**config.mk**
```make
export PLATFORM = sky130hd
export DESIGN_NAME = mod_sched_flat
export DESIGN_NICKNAME = d
export VERILOG_FILES = /design/src/rtl/mod_sched_if.sv /design/src/rtl/mod_sched.sv /design/src/flat_wrapper.sv
export SDC_FILE = /design/constraint.sdc
export NUM_CORES = 1
export LEC_CHECK = 0
export CORE_ASPECT_RATIO = 1.4
export CORE_UTILIZATION = 48
export DETAILED_ROUTE_END_ITERATION = 8
export PLACE_DENSITY = 0.81
export SLEW_MARGIN = 5
export SYNTH_ARGS = -nofsm -noshare
export SYNTH_HDL_FRONTEND = slang
export SYNTH_SLANG_ARGS = --single-unit
```
**constraint.sdc**
```tcl
create_clock -name wb_clk_i -period 2.65 [get_ports wb_clk_i]
set_input_delay 0.53 -clock wb_clk_i [delete_from_list [all_inputs] [get_ports wb_clk_i]]
set_output_delay 0.53 -clock wb_clk_i [all_outputs]
set_load 0.02 [all_outputs]
```
**src/rtl/mod_sched_if.sv**
```systemverilog
// mod_sched_if: DMA channel handshakes plus engine control pins around the scheduler
interface mod_sched_if;
    logic        ch0_req;
    logic [23:0] ch0_dc;
    logic        ch0_gnt;
    logic        ch0_done;
    logic        ch0_err;
    logic        ch1_req;
    logic [23:0] ch1_dc;
    logic        ch1_gnt;
    logic        ch1_done;
    logic        ch1_err;
    logic [7:0]  m_cap;
    logic        m_endn;
    logic        m_reset;
    logic        m_enable;
    logic [23:0] dc;
    logic        busy;
    logic [1:0]  err_code;
    logic [15:0] jobs_done;
    modport master (
        output ch0_req, ch0_dc, ch1_req, ch1_dc, m_cap, m_endn,
        input  ch0_gnt, ch0_done, ch0_err, ch1_gnt, ch1_done, ch1_err,
        input  m_reset, m_enable, dc, busy, err_code, jobs_done
    );
    modport slave (
        input  ch0_req, ch0_dc, ch1_req, ch1_dc, m_cap, m_endn,
        output ch0_gnt, ch0_done, ch0_err, ch1_gnt, ch1_done, ch1_err,
        output m_reset, m_enable, dc, busy, err_code, jobs_done
    );
endinterface

```
**src/rtl/mod_sched.sv**
```systemverilog
// mod_sched: round-robin two-channel scheduler sequencing jobs on the shared compression engine
module mod_sched #(
    parameter int unsigned     RST_CYC = 4,
    parameter int unsigned     TO_W    = 20,
    parameter logic [TO_W-1:0] TIMEOUT = 20'hF_FFFF
) (
    input logic        wb_clk_i,
    input logic        wb_rst_n,
    mod_sched_if.slave bus
);
    typedef enum logic [2:0] {IDLE, RST, RUN, DONE, ERR} state_t;
    state_t          state;
    logic            rr, sel, first, busy, m_reset, m_enable;
    logic [1:0]      gnt, done, err, err_code;
    logic [3:0]      rst_cnt;
    logic [TO_W-1:0] wd;
    logic [23:0]     dc;
    logic [15:0]     jobs_done;
    logic            win, one_hot, cap_ok;
    logic [23:0]     win_dc;
    logic [6:0]      op;
    // rr holds the last served channel; on contention the other one wins
    assign win     = (bus.ch0_req && bus.ch1_req) ? ~rr : bus.ch1_req;
    assign win_dc  = win ? bus.ch1_dc : bus.ch0_dc;
    assign op      = win_dc[6:0];
    assign one_hot = (op != 7'd0) && ((op & (op - 7'd1)) == 7'd0);
    assign cap_ok  = |({1'b0, op} & bus.m_cap);
    always_ff @(posedge wb_clk_i or negedge wb_rst_n) begin
        if (!wb_rst_n) begin
            state     <= IDLE;
            rr        <= 1'b1;
            sel       <= 1'b0;
            first     <= 1'b0;
            busy      <= 1'b0;
            m_reset   <= 1'b1;
            m_enable  <= 1'b0;
            gnt       <= '0;
            done      <= '0;
            err       <= '0;
            err_code  <= '0;
            rst_cnt   <= '0;
            wd        <= '0;
            dc        <= '0;
            jobs_done <= '0;
        end else begin
            done <= '0;
            err  <= '0;
            case (state)
                IDLE: if (bus.ch0_req || bus.ch1_req) begin
                    rr       <= win;
                    sel      <= win;
                    gnt[win] <= 1'b1;
                    dc       <= win_dc;
                    busy     <= 1'b1;
                    rst_cnt  <= '0;
                    if (one_hot && cap_ok) state <= RST;
                    else begin
                        state    <= ERR;
                        err[win] <= 1'b1;
                        err_code <= one_hot ? 2'd2 : 2'd1;
                    end
                end
                RST: if (rst_cnt == 4'(RST_CYC - 1)) begin
                    state    <= RUN;
                    m_reset  <= 1'b0;
                    m_enable <= 1'b1;
                    wd       <= '0;
                    first    <= 1'b1;
                end else rst_cnt <= rst_cnt + 4'd1;
                RUN: begin
                    first <= 1'b0;
                    wd    <= wd + TO_W'(1);
                    // completion takes priority over a same-cycle watchdog expiry
                    if (!first && !bus.m_endn) begin
                        state     <= DONE;
                        m_reset   <= 1'b1;
                        m_enable  <= 1'b0;
                        done[sel] <= 1'b1;
                        jobs_done <= jobs_done + 16'd1;
                        err_code  <= 2'd0;
                    end else if (TIMEOUT != '0 && wd == TIMEOUT - TO_W'(1)) begin
                        state    <= ERR;
                        m_reset  <= 1'b1;
                        m_enable <= 1'b0;
                        err[sel] <= 1'b1;
                        err_code <= 2'd3;
                    end
                end
                default: begin
                    state <= IDLE;
                    gnt   <= '0;
                    dc    <= '0;
                    busy  <= 1'b0;
                end
            endcase
        end
    end
    assign bus.ch0_gnt   = gnt[0];
    assign bus.ch1_gnt   = gnt[1];
    assign bus.ch0_done  = done[0];
    assign bus.ch1_done  = done[1];
    assign bus.ch0_err   = err[0];
    assign bus.ch1_err   = err[1];
    assign bus.m_reset   = m_reset;
    assign bus.m_enable  = m_enable;
    assign bus.dc        = dc;
    assign bus.busy      = busy;
    assign bus.err_code  = err_code;
    assign bus.jobs_done = jobs_done;
endmodule

```
**src/flat_wrapper.sv**
```systemverilog
// flat-port wrapper written by rule: the top's interface ports become plain ports
module mod_sched_flat 
#(
    parameter int unsigned     RST_CYC = 4,
    parameter int unsigned     TO_W    = 20,
    parameter logic [TO_W-1:0] TIMEOUT = 20'hF_FFFF
)
  (wb_clk_i, wb_rst_n, bus_ch0_req, bus_ch0_dc, bus_ch1_req, bus_ch1_dc, bus_m_cap, bus_m_endn, bus_ch0_gnt, bus_ch0_done, bus_ch0_err, bus_ch1_gnt, bus_ch1_done, bus_ch1_err, bus_m_reset, bus_m_enable, bus_dc, bus_busy, bus_err_code, bus_jobs_done);
  mod_sched_if bus_i ();
  input logic wb_clk_i;
  input logic wb_rst_n;
  input wire logic [$bits(bus_i.ch0_req)-1:0] bus_ch0_req;
  input wire logic [$bits(bus_i.ch0_dc)-1:0] bus_ch0_dc;
  input wire logic [$bits(bus_i.ch1_req)-1:0] bus_ch1_req;
  input wire logic [$bits(bus_i.ch1_dc)-1:0] bus_ch1_dc;
  input wire logic [$bits(bus_i.m_cap)-1:0] bus_m_cap;
  input wire logic [$bits(bus_i.m_endn)-1:0] bus_m_endn;
  output wire logic [$bits(bus_i.ch0_gnt)-1:0] bus_ch0_gnt;
  output wire logic [$bits(bus_i.ch0_done)-1:0] bus_ch0_done;
  output wire logic [$bits(bus_i.ch0_err)-1:0] bus_ch0_err;
  output wire logic [$bits(bus_i.ch1_gnt)-1:0] bus_ch1_gnt;
  output wire logic [$bits(bus_i.ch1_done)-1:0] bus_ch1_done;
  output wire logic [$bits(bus_i.ch1_err)-1:0] bus_ch1_err;
  output wire logic [$bits(bus_i.m_reset)-1:0] bus_m_reset;
  output wire logic [$bits(bus_i.m_enable)-1:0] bus_m_enable;
  output wire logic [$bits(bus_i.dc)-1:0] bus_dc;
  output wire logic [$bits(bus_i.busy)-1:0] bus_busy;
  output wire logic [$bits(bus_i.err_code)-1:0] bus_err_code;
  output wire logic [$bits(bus_i.jobs_done)-1:0] bus_jobs_done;
  assign bus_i.ch0_req = bus_ch0_req;
  assign bus_i.ch0_dc = bus_ch0_dc;
  assign bus_i.ch1_req = bus_ch1_req;
  assign bus_i.ch1_dc = bus_ch1_dc;
  assign bus_i.m_cap = bus_m_cap;
  assign bus_i.m_endn = bus_m_endn;
  assign bus_ch0_gnt = bus_i.ch0_gnt;
  assign bus_ch0_done = bus_i.ch0_done;
  assign bus_ch0_err = bus_i.ch0_err;
  assign bus_ch1_gnt = bus_i.ch1_gnt;
  assign bus_ch1_done = bus_i.ch1_done;
  assign bus_ch1_err = bus_i.ch1_err;
  assign bus_m_reset = bus_i.m_reset;
  assign bus_m_enable = bus_i.m_enable;
  assign bus_dc = bus_i.dc;
  assign bus_busy = bus_i.busy;
  assign bus_err_code = bus_i.err_code;
  assign bus_jobs_done = bus_i.jobs_done;
  mod_sched #(.RST_CYC(RST_CYC), .TO_W(TO_W), .TIMEOUT(TIMEOUT)) u_core (.wb_clk_i(wb_clk_i), .wb_rst_n(wb_rst_n), .bus(bus_i));
endmodule
```
==> metrics.csv <==
metric;value;unit
outcome;completed;
vias in the first global route;3679;
worst r2r path cells;6;
Top FF cell, synth;dfrtp_1;
total power divided by cell area;759.4;mW/mm²
Initial DRT Pass Iterations;7;
DRC viols;0;
Setup CP Type;register to register;
PnR worst setup slack;0.2742;ns
share of layout cells above drive strength 1;10.49;%
final hold slack;0.1671;ns
max-slew violation count;0;
number of antenna diodes;0;
count of max-cap constraint violations;0;
Finished Cell Area;0.005494;mm²
RSZ-0062 raised after global routing;no;
yosys warns;0;
GRT Util Overall;25.22;%
#FFs+latches synth;81;
Netlist Area Pre-Place;0.003899;mm²
clk sink count;81;
pre-CTS WS;-0.03988;ns
pin count of the biggest net entering global routing;45;
final hold violations;0;
Tightest Pin Transition;0.9373;ns
Post-CTS Repair Setup Buffers;0;
num ports;112;
total global routing overflow;0;
Resized cells post-CTS;0;
initial antenna violation count;0;
die width;78.17;µm
H-Tree Depth;3;
Critical Path AT;2.63;ns
vias after detailed routing;3563;
P_leak;2.497;nW
sequential share of the synthesized area;52.05;%
Post-Route WL;9906;µm
Syn Nets;457;
Critical Path End Type;register;
final HPWL from detailed placement;7499;µm
first-pass GRT wire length;16590;µm
initial DRC count;222;
fin crit period;2.376;ns
Layout Nets;594;
CTS buffer count;9;
area of the die;0.008492;mm²
P&R area growth vs syn;40.92;%
worst-skew pair later-pin latency;0.36;ns
period utilization;89.65;%
Worst R2R Start;u_core.wd[14];
Synth area leader;dfrtp_1;
Distinct cells, synth;52;
CTS root buf;clkbuf_8;
Post-synth EDFFs;0;
fraction of registers with async set/reset;100.0;%
core area;0.007797;mm²
initial core utilization;50.00;%
Antenna Nets Post-Route;0;
Port-buffer cells;110;
die height;108.6;µm
Crit Path Max Fanout;5;
Post-Synthesis Cells;392;
top cell type's share of synthesized area;50.71;%
CTS tree;built;
Startpoint Class;register;
Achievable Freq;420.9;MHz
Critical R2R Capture;u_core.bus.err_code[1];
worst reg-to-reg setup slack;0.27;ns
hold buffers post-CTS;0;
placed cell area;0.005305;mm²
Syn Area/Cell;9.946;µm²
skew final;0.01321;ns
Crit path required time;2.91;ns
Worst Hold Class;input pin to asynchronous set/reset pin;
Worst IR Drop VDD;0.6204;mV
Worst-path clk slew;0.08;ns
Max clock buf depth;2;
dominant cells by area after synthesis;dfrtp_1 51%, mux2i_1 4.9%, nand2_1 4.3%;
Final setup viols;0;
Vias/cell;5.620;
Routability Congestion;0.8656;
DR WL/cell;15.62;µm
Max-slew headroom;37.28;%
# rows;38;
[Yosys cell counts, types with 8 or more instances]
cell type and n:
a222oi_1 12, nand2_1 45, inv_1 31, xor2_1 8, nand3_1 20, nand4_1 10, a21oi_1 9, xnor2_1 12
dfrtp_1 79, clkbuf_1 12, mux2i_1 19, nor2_1 32, o21ai_0 30
[cell type report]
type,instances,area (µm²)
fill,603,2303
sequential,81,2029
multi-input combinational,265,1690
timing repair buffer,141,1344
clock buffer,11,131.4
tap,100,125.1
inverter,31,116.4
clock inverter,5,57.56
[through the flow]
| step | setup TNS (ns) | power [W] | cells | utilization, % |
|---|---|---|---|---|
| after global routing | 0 | 0.004387 | 634 | 70.46 |
| final | 0 | 0.004172 | 634 | 70.46 |
| after CTS | 0 | 0.004196 | 634 | 70.46 |
| after floorplan | 0 | 0.002457 | 392 | - |
| after detailed placement | -0.1059 | 0.003298 | 618 | 68.04 |
| after global placement | -0.003932 | 0.003247 | 618 | 68.04 |
[critical path, cell delays in order, from the launching register on]
cell and delay, ns:
dfrtp_1 0.42, nand3_2 0.12, or3_4 0.36, or4_4 0.53
a2111o_1 0.45, a31o_1 0.22, o22a_1 0.17
[cells by family after synthesis]
logic type               share of synthesized area [%]
AO/OA/AOI/OAI                                    15.50
XOR/XNOR                                         4.493
adder cells (fa/ha/maj)                          1.797
buffers and inverters                            4.589
flip-flops                                       52.05
multiplexers                                     5.167
AND/OR/NAND/NOR                                  16.40
[registers in the layout, summed over array words and instances, names as in the netlist]
| register | flops |
|---|---|
| u_core.err | 2 |
| u_core.sel | 1 |
| u_core.rr | 1 |
| u_core.bus.m_enable | 1 |
| u_core.done | 2 |
| u_core.bus.m_reset | 1 |
| u_core.bus.dc | 24 |
| u_core.first | 1 |
| u_core.state | 3 |
| u_core.wd | 20 |
| u_core.gnt | 2 |
| u_core.bus.jobs_done | 16 |
| u_core.rst_cnt | 4 |
| u_core.bus.err_code | 2 |
| u_core.bus.busy | 1 |
[routing by layer]
metal / vias to the layer above / wire length, µm / track usage (%)
met5: - / 0 / 0
met4: 0 / 209 / 11.24
met3: 18 / 641 / 6.360
met2: 132 / 5283 / 46.68
met1: 1725 / 3772 / 26.80
li1: 1688 / - / -
[how the worst max path moves through the flow]
stage                                   to  cells after the start          start
global route        u_core.bus.err_code[0]                      8    bus_ch1_req
global placement    u_core.bus.err_code[0]                      8    bus_ch1_req
detailed placement  u_core.bus.err_code[0]                      7    bus_ch1_req
CTS                 u_core.bus.err_code[1]                      6   u_core.wd[4]
floorplan           u_core.bus.err_code[1]                      6  u_core.wd[14]
finish              u_core.bus.err_code[1]                      6  u_core.wd[14]
[cell usage in the layout, fill, tap and decap left out, types with 3 or more instances in the layout]
cell	n
inv_1	31
o31ai_1	3
xnor2_1	12
buf_4	31
nor2_1	32
a222oi_1	12
xor2_1	8
nor4_1	4
o22ai_1	5
nor3_1	5
o21ai_0	30
a21oi_1	9
clkbuf_8	9
and3_1	4
or3_1	3
dfrtp_1	79
nand2_1	45
o211ai_1	5
nand4_1	10
nand3_1	20
ha_1	4
mux2i_1	19
clkdlybuf4s50_1	109
[where the power goes]
part	switching (W)	total, W	internal (W)
registers	0.000170	0.00167	0.00150
clock network	0.000452	0.000888	0.000436
logic	0.000855	0.00162	0.000761
total	0.00148	0.00417	0.00269
(Power assumes the default switching activity.)
